File: src/rtl/pic_core_param.sv
// pic_core_param: multi-cycle PIC-style core with a 14-bit instruction word,
// a direct-addressed file-register RAM, Z/C flags and GOTO.
// All state changes on the falling clock edge. The instruction ROM is external
// and combinational on rom_addr.
// Build option: define PIC_CORE_STEP_EN to add run/step single-step control.
module pic_core_param #(
    parameter int PC_W   = 11,
    parameter int RAM_AW = 7
) (
    input  logic            clk,
    input  logic            reset,
`ifdef PIC_CORE_STEP_EN
    input  logic            run,
    input  logic            step,
`endif
    output logic [PC_W-1:0] rom_addr,
    input  logic [13:0]     rom_data,
    output logic [7:0]      w_output,
    output logic [PC_W-1:0] pc_output,
    output logic            z_flag,
    output logic            c_flag,
    output logic [2:0]      state_output
);

    localparam int RAM_DEPTH = 1 << RAM_AW;

    typedef enum logic [2:0] {
        T0 = 3'd0, T1 = 3'd1, T2 = 3'd2, T3 = 3'd3,
        T4 = 3'd4, T5 = 3'd5, T6 = 3'd6
    } state_t;

    state_t            state_q, state_d;
    logic [PC_W-1:0]   pc_q, pc_d;
    logic [PC_W-1:0]   mar_q, mar_d;
    logic [13:0]       ir_q, ir_d;
    logic [7:0]        w_q, w_d;
    logic              z_q, z_d;
    logic              c_q, c_d;
    logic [7:0]        ram_q [RAM_DEPTH];
    logic              ram_we;

    // Instruction fields
    logic [5:0]        op6;
    logic [6:0]        op7;
    logic [7:0]        k;
    logic              dbit;
    logic [RAM_AW-1:0] faddr;
    logic [7:0]        fval;

    // Execute-stage results
    logic [7:0]        res;
    logic              cy;
    logic              wr_w, wr_f, upd_z, upd_c, jump, byte_op;

    // Leaving the T1 fetch slot is gated only in the single-step build
    logic              advance;

`ifdef PIC_CORE_STEP_EN
    assign advance = run | step;
`else
    assign advance = 1'b1;
`endif

    assign op6   = ir_q[13:8];
    assign op7   = ir_q[13:7];
    assign k     = ir_q[7:0];
    assign dbit  = ir_q[7];
    assign faddr = ir_q[RAM_AW-1:0];
    assign fval  = ram_q[faddr];

    // 8-bit add; bit 8 is the carry out of bit 7
    function automatic logic [8:0] add9(input logic [7:0] a, input logic [7:0] b);
        return {1'b0, a} + {1'b0, b};
    endfunction

    // 8-bit subtract a-b; bit 8 is the PIC carry (1 = no borrow, a >= b)
    function automatic logic [8:0] sub9(input logic [7:0] a, input logic [7:0] b);
        logic [8:0] diff;
        diff = {1'b0, a} - {1'b0, b};
        return {~diff[8], diff[7:0]};
    endfunction

    // Decode the held instruction into a result and its write/flag enables
    always_comb begin
        res     = 8'd0;
        cy      = 1'b0;
        wr_w    = 1'b0;
        wr_f    = 1'b0;
        upd_z   = 1'b0;
        upd_c   = 1'b0;
        jump    = 1'b0;
        byte_op = 1'b0;
        if (ir_q[13:11] == 3'b101) begin
            jump = 1'b1;
        end else if (op7 == 7'b0000001) begin
            res  = w_q;
            wr_f = 1'b1;
        end else if (op7 == 7'b0000011) begin
            res   = 8'd0;
            wr_f  = 1'b1;
            upd_z = 1'b1;
        end else begin
            case (op6)
                6'h30: begin res = k; wr_w = 1'b1; end
                6'h3E: begin {cy, res} = add9(k, w_q); wr_w = 1'b1; upd_z = 1'b1; upd_c = 1'b1; end
                6'h3C: begin {cy, res} = sub9(k, w_q); wr_w = 1'b1; upd_z = 1'b1; upd_c = 1'b1; end
                6'h39: begin res = k & w_q; wr_w = 1'b1; upd_z = 1'b1; end
                6'h38: begin res = k | w_q; wr_w = 1'b1; upd_z = 1'b1; end
                6'h3A: begin res = k ^ w_q; wr_w = 1'b1; upd_z = 1'b1; end
                6'h07: begin {cy, res} = add9(fval, w_q); byte_op = 1'b1; upd_c = 1'b1; end
                6'h02: begin {cy, res} = sub9(fval, w_q); byte_op = 1'b1; upd_c = 1'b1; end
                6'h05: begin res = fval & w_q;  byte_op = 1'b1; end
                6'h04: begin res = fval | w_q;  byte_op = 1'b1; end
                6'h06: begin res = fval ^ w_q;  byte_op = 1'b1; end
                6'h08: begin res = fval;        byte_op = 1'b1; end
                6'h0A: begin res = fval + 8'd1; byte_op = 1'b1; end
                6'h03: begin res = fval - 8'd1; byte_op = 1'b1; end
                default: ;
            endcase
            if (byte_op) begin
                wr_w  = ~dbit;
                wr_f  = dbit;
                upd_z = 1'b1;
            end
        end
    end

    // Fetch/execute sequencer: next state and register loads per step
    always_comb begin
        state_d = state_q;
        pc_d    = pc_q;
        mar_d   = mar_q;
        ir_d    = ir_q;
        w_d     = w_q;
        z_d     = z_q;
        c_d     = c_q;
        ram_we  = 1'b0;
        case (state_q)
            T0: state_d = T1;
            T1: begin
                if (advance) begin
                    mar_d   = pc_q;
                    state_d = T2;
                end
            end
            T2: begin
                pc_d    = pc_q + PC_W'(1);
                state_d = T3;
            end
            T3: begin
                ir_d    = rom_data;
                state_d = T4;
            end
            T4: begin
                if (jump)  pc_d = ir_q[PC_W-1:0];
                if (wr_w)  w_d  = res;
                if (upd_z) z_d  = (res == 8'd0);
                if (upd_c) c_d  = cy;
                ram_we  = wr_f;
                state_d = T5;
            end
            T5: state_d = T6;
            T6: state_d = T1;
            default: state_d = T1;
        endcase
    end

    // Falling-edge state and register file, cleared asynchronously by reset
    always_ff @(negedge clk or posedge reset) begin
        if (reset) begin
            state_q <= T0;
            pc_q    <= '0;
            mar_q   <= '0;
            ir_q    <= '0;
            w_q     <= '0;
            z_q     <= 1'b0;
            c_q     <= 1'b0;
            for (int i = 0; i < RAM_DEPTH; i++) ram_q[i] <= 8'd0;
        end else begin
            state_q <= state_d;
            pc_q    <= pc_d;
            mar_q   <= mar_d;
            ir_q    <= ir_d;
            w_q     <= w_d;
            z_q     <= z_d;
            c_q     <= c_d;
            if (ram_we) ram_q[faddr] <= res;
        end
    end

    assign rom_addr     = mar_q;
    assign w_output     = w_q;
    assign pc_output    = pc_q;
    assign z_flag       = z_q;
    assign c_flag       = c_q;
    assign state_output = state_q;

endmodule
File: config.mk
export PLATFORM = sky130hd
export DESIGN_NAME = pic_core_param
export DESIGN_NICKNAME = d
export VERILOG_FILES = /design/src/rtl/pic_core_param.sv
export SDC_FILE = /design/constraint.sdc
export NUM_CORES = 2
export LEC_CHECK = 0
export ABC_AREA = 1
export CAP_MARGIN = 15
export CORE_ASPECT_RATIO = 0.8
export CORE_MARGIN = 2
export CORE_UTILIZATION = 64
export DETAILED_ROUTE_END_ITERATION = 7
export PLACE_DENSITY_LB_ADDON = 0.2
export REMOVE_ABC_BUFFERS = 1
export SKIP_LAST_GASP = 1
export SYNTH_ARGS = -nofsm -noshare
export SYNTH_HDL_FRONTEND = slang
export SYNTH_SLANG_ARGS = --single-unit
File: constraint.sdc
create_clock -name clk -period 45.1 [get_ports clk]
set_input_delay 9.02 -clock clk [delete_from_list [all_inputs] [get_ports clk]]
set_output_delay 9.02 -clock clk [all_outputs]
set_load 0.005 [all_outputs]
Word-level counts from Yosys, hierarchy flattened
Index checks and enable logic that the tools add are counted.
W data, S select, Z words.

storage, ports and cells
  register bits = 1073
  output and inout port bits = 35

cells by class
  add/sub/neg operators = 7
  order comparisons = 2
  equal/unequal tests = 23
  muxes and demuxes = 41
  bitwise gates (word level) = 10
  reduce and logical (&&, ||, !) cells = 11

operators by type and width
  operator                 count
  $bwmux W1024             1
  $pmux W8 S14             1
  $bmux W8 S7              1
  $demux W8 S7             1
  $mux W8                  6
  $eq A6 B6 Y1 const B     6
  $mux W1                  27
  $eq A6 B3 Y1 const B     4
  $pmux W11 S2             1
  $add A8 B8 Y9            2
  $sub A8 B8 Y9            2
  $and A8 B8 Y8            2
  $or A8 B8 Y8             2
  $xor A8 B8 Y8            2
  $pmux W3 S5              1
  $eq A6 B2 Y1 const B     2
  $eq A6 B4 Y1 const B     2
  $add A11 B1 Y11 const B  1
  $mux W11                 1
  $eq A3 B3 Y1 const B     3
  $add A8 B1 Y8 const B    1
  $ge A8 B8 Y1 const B     1
  $logic_not A8 Y1         1
  $lt A8 B1 Y1 const B     1
  16 further kinds         22

Depth between registers and ports, before layout
  word-level depth = 11
  mapped depth = 36
  gate-level depth less buffers = 31

==> metrics.txt <==
# TYPE chip_impl_metric gauge
chip_impl_metric{name="netSwitchingPower",unit="W"} 0.0005505
chip_impl_metric{name="synth-warning-count",unit=""} 0
chip_impl_metric{name="fin_worst_skew",unit="ns"} 0.02248
chip_impl_info{name="cp-start-kind",value="primary input"} 1
chip_impl_metric{name="drt-vias-per-instance",unit=""} 5.888
chip_impl_metric{name="clkPwrFrac",unit="%"} 43.7
chip_impl_metric{name="clkSlewWorstSetupHoldPaths",unit="ns"} 0.04
chip_impl_metric{name="sequentialPowerShare",unit="%"} 46.8
chip_impl_metric{name="grt_overflow",unit=""} 0
chip_impl_metric{name="vias",unit=""} 50100
chip_impl_metric{name="placement.setup.worst_slack",unit="ns"} 9.570
chip_impl_metric{name="ant_nets",unit=""} 0
chip_impl_metric{name="worstPathMaxFanout",unit=""} 182
chip_impl_info{name="yosys.area.top_type",value="dfrtn_1"} 1
chip_impl_metric{name="postCtsHoldBufs",unit=""} 0
chip_impl_metric{name="initial_utilization",unit="%"} 64.38
chip_impl_metric{name="number_of_resized_instances_in_the_post_cts_repair_step",unit=""} 0
chip_impl_metric{name="num-nets-final",unit=""} 7357
chip_impl_metric{name="powerDensity",unit="nW/µm²"} 35.59
chip_impl_info{name="rsz0062_at_grt",value="false"} 1
chip_impl_metric{name="comb_power_share",unit="%"} 9.5
chip_impl_metric{name="crit_arrival",unit="ns"} 13.02
chip_impl_metric{name="synth_enable_flop_cells",unit=""} 0
chip_impl_metric{name="drt_iter0_drc",unit=""} 6471
chip_impl_metric{name="pin_count",unit=""} 51
chip_impl_metric{name="syn_area",unit="µm²"} 54980
chip_impl_metric{name="maxCapViolations",unit=""} 0
chip_impl_metric{name="place_congestion",unit=""} 1.006
chip_impl_metric{name="tritoncts.num_buffers",unit=""} 105
chip_impl_metric{name="syn-mean-instance-area",unit="µm²"} 7.297
chip_impl_metric{name="grt_util_all_layers",unit="%"} 38.61
chip_impl_metric{name="wire_per_inst",unit="µm"} 20.03
chip_impl_metric{name="asyncSetResetFlopFracSynth",unit="%"} 100.0
chip_impl_metric{name="cts.path.max_buffers",unit=""} 3
chip_impl_info{name="ys_dominant_reg_cell",value="dfrtn_1"} 1
chip_impl_metric{name="post-route-drc-count",unit=""} 0
chip_impl_info{name="root_buffer",value="clkbuf_16"} 1
chip_impl_metric{name="worstMarginPinSlew",unit="ns"} 1.241
chip_impl_metric{name="synth-seq-cells",unit=""} 1073
chip_impl_info{name="critPathKind",value="in2async"} 1
chip_impl_info{name="synth.most_common_cell",value="nand2_1"} 1
chip_impl_metric{name="fp.coreArea",unit="µm²"} 85400
chip_impl_metric{name="vias_in_the_first_global_route",unit=""} 46710
chip_impl_metric{name="yosysSeqAreaShare",unit="%"} 48.84
chip_impl_metric{name="placementRows",unit=""} 96
chip_impl_metric{name="holdWs",unit="ns"} 0.4235
chip_impl_metric{name="post_synth_inst_count",unit=""} 7535
chip_impl_metric{name="power_switching_share",unit="%"} 26.14
chip_impl_metric{name="finalSetupViolations",unit=""} 0
chip_impl_info{name="synth_top_cells_by_area",value="dfrtn_1 49%, nand2_1 17%, o21ai_0 9.9%"} 1
chip_impl_metric{name="yosys.area.top_type_share",unit="%"} 48.84
chip_impl_metric{name="vdd_drop_max",unit="V"} 0.00003252
chip_impl_metric{name="routed_wirelength",unit="µm"} 170400
chip_impl_metric{name="power.leakage",unit="nW"} 27.99
chip_impl_metric{name="grt_first_pass_wirelength",unit="µm"} 266400
chip_impl_metric{name="floorplan.die.height",unit="µm"} 266.2
chip_impl_info{name="cts_tree",value="built"} 1
chip_impl_metric{name="power.internal",unit="W"} 0.001555
chip_impl_info{name="post_synth_most_frequent_cells",value="2487 x nand2_1, 1083 x o21ai_0, 1073 x dfrtn_1"} 1
chip_impl_info{name="result_of_the_run",value="finished clean"} 1
chip_impl_metric{name="share_of_layout_cells_above_drive_strength_1",unit="%"} 4.403
chip_impl_metric{name="chipWidth",unit="µm"} 331.7
chip_impl_info{name="hold_path_class",value="reg2reg"} 1
chip_impl_metric{name="worst-endpoint-required",unit="ns"} 23.26
chip_impl_metric{name="ys_types",unit=""} 44
chip_impl_metric{name="post-dp-hpwl",unit="µm"} 103100
chip_impl_metric{name="cts.htree.levels",unit=""} 3
chip_impl_metric{name="post-route-worst-setup-slack",unit="ns"} 10.24
chip_impl_metric{name="final_hold_viol_count",unit=""} 0
chip_impl_info{name="worstSetupEndpointType",value="async pin"} 1
chip_impl_metric{name="clk_latency",unit="ns"} 0.66
chip_impl_metric{name="drv_slew",unit=""} 0
chip_impl_metric{name="post_cts_buffers",unit=""} 0
chip_impl_metric{name="dr.pass1.iters",unit=""} 8
chip_impl_metric{name="layout-area-overhead-vs-synth",unit="%"} 7.617
chip_impl_metric{name="pin_count_of_the_biggest_net_entering_global_routing",unit=""} 183
chip_impl_metric{name="number_of_antenna_violations_at_the_first_check_in_global_routing",unit=""} 1
chip_impl_metric{name="slew_headroom",unit="%"} 17.17
chip_impl_metric{name="post-layout-total-power",unit="W"} 0.002106
chip_impl_metric{name="numPortBuffers",unit=""} 50
chip_impl_metric{name="totalNegativeSetupSlack",unit="ns"} 0
chip_impl_metric{name="dieArea",unit="µm²"} 88280
chip_impl_metric{name="clkSinkCount",unit=""} 1073
flip-flops by register name, summed over array words and instances (netlist names):
name,flops
ir_q,14
ram_q,1024
pc_output,11
rom_addr,11
w_output,8
state_output,3
z_flag,1
c_flag,1
worst max-delay path, cell delays in order:
cell and delay (ns):
clkdlybuf4s50_1 0.49, inv_8 0.61, buf_12 0.70, buf_4 0.82, buf_4 0.91
layout make-up:
cell class	instances	area, µm²
Sequential cell	1073	26850
Tap cell	1127	1410
Antenna cell	1	2.502
Clock buffer	153	3110
Clock inverter	39	485.5
Multi-Input combinational cell	5090	22770
Timing Repair Buffer	127	1154
Fill cell	7166	26230
Inverter	899	3390
final timing paths:
check / start / to / slack (ns) / cells past startpoint
setup / recovery: reset / ram_q[20] / 10.24 / 5
hold / removal: ram_q[702] / ram_q[702] / 0.42 / 2
setup reg to reg: ir_q[0] / ram_q[261] / 35.79 / 28
hold reg to reg: ram_q[702] / ram_q[702] / 0.42 / 2
max in group clk: w_output[1] / w_output[1] / 11.60 / 1
min in group asynchronous: reset / ram_q[700] / 31.37 / 2
metrics by stage:
stage	utilization [%]	cell area, µm²	std cells
6_report	69.28	59170	8509
5_1_grt	69.28	59170	8508
4_1_cts	69.28	59170	8508
3_5_place_dp	65.07	55570	8316
3_3_place_gp	65.07	55570	8316
2_1_floorplan	-	52880	7062
metal layers:
metal | global-route usage, % | wire length [µm]
met3 | 9.818 | 20950
met1 | 54.95 | 69940
met2 | 56.60 | 71700
met4 | 15.98 | 7843
met5 | 0.1637 | 0
cells in the final DEF, fill, tap and decap left out, drive strengths merged:
cell / count
nand2: 2490
ha: 40
o211ai: 48
and3: 1
a221oi: 3
diode: 1
a22oi: 1
clkinvlp: 5
nand3b: 22
fa: 5
mux2: 2
buf: 77
bufinv: 9
nor4: 3
nor3: 22
o21bai: 1
xor2: 5
a31oi: 2
o31ai: 2
dfrtn: 1073
or2: 65
a21oi: 277
nand3: 401
nor2: 478
inv: 897
o22ai: 6
o21a: 49
a211oi: 2
clkinv: 27
o21ai: 1147
nand4: 10
clkdlybuf4s50: 50
nor3b: 2
o2111ai: 3
xnor2: 3
clkbuf: 153
cells by family (layout without fill, tap and decap cells):
family,count (synthesis),after routing,synth area share [%]
AOI/OAI and AO/OA,1541,1541,14.56
other,0,1,0
and+or+nand+nor,3494,3494,25.39
adders and majority gates,45,45,1.092
buffers and inverters,1372,1218,9.954
xor gates and xnor gates,8,8,0.1274
DFF,1073,1073,48.84
muxes,2,2,0.04096
power by group through the flow:
stage / registers, W / clock network [W] / logic (W)
6_report: 0.000985 / 0.000921 / 0.000199
5_1_grt: 0.000986 / 0.000963 / 0.000214
4_1_cts: 0.000985 / 0.000924 / 0.000194
3_5_place_dp: 0.00100 / 0 / 0.000193
3_3_place_gp: 0.00100 / 0 / 0.000191
2_1_floorplan: 0.00101 / 0 / 0.000124
Power figures use the tool's default switching activity.
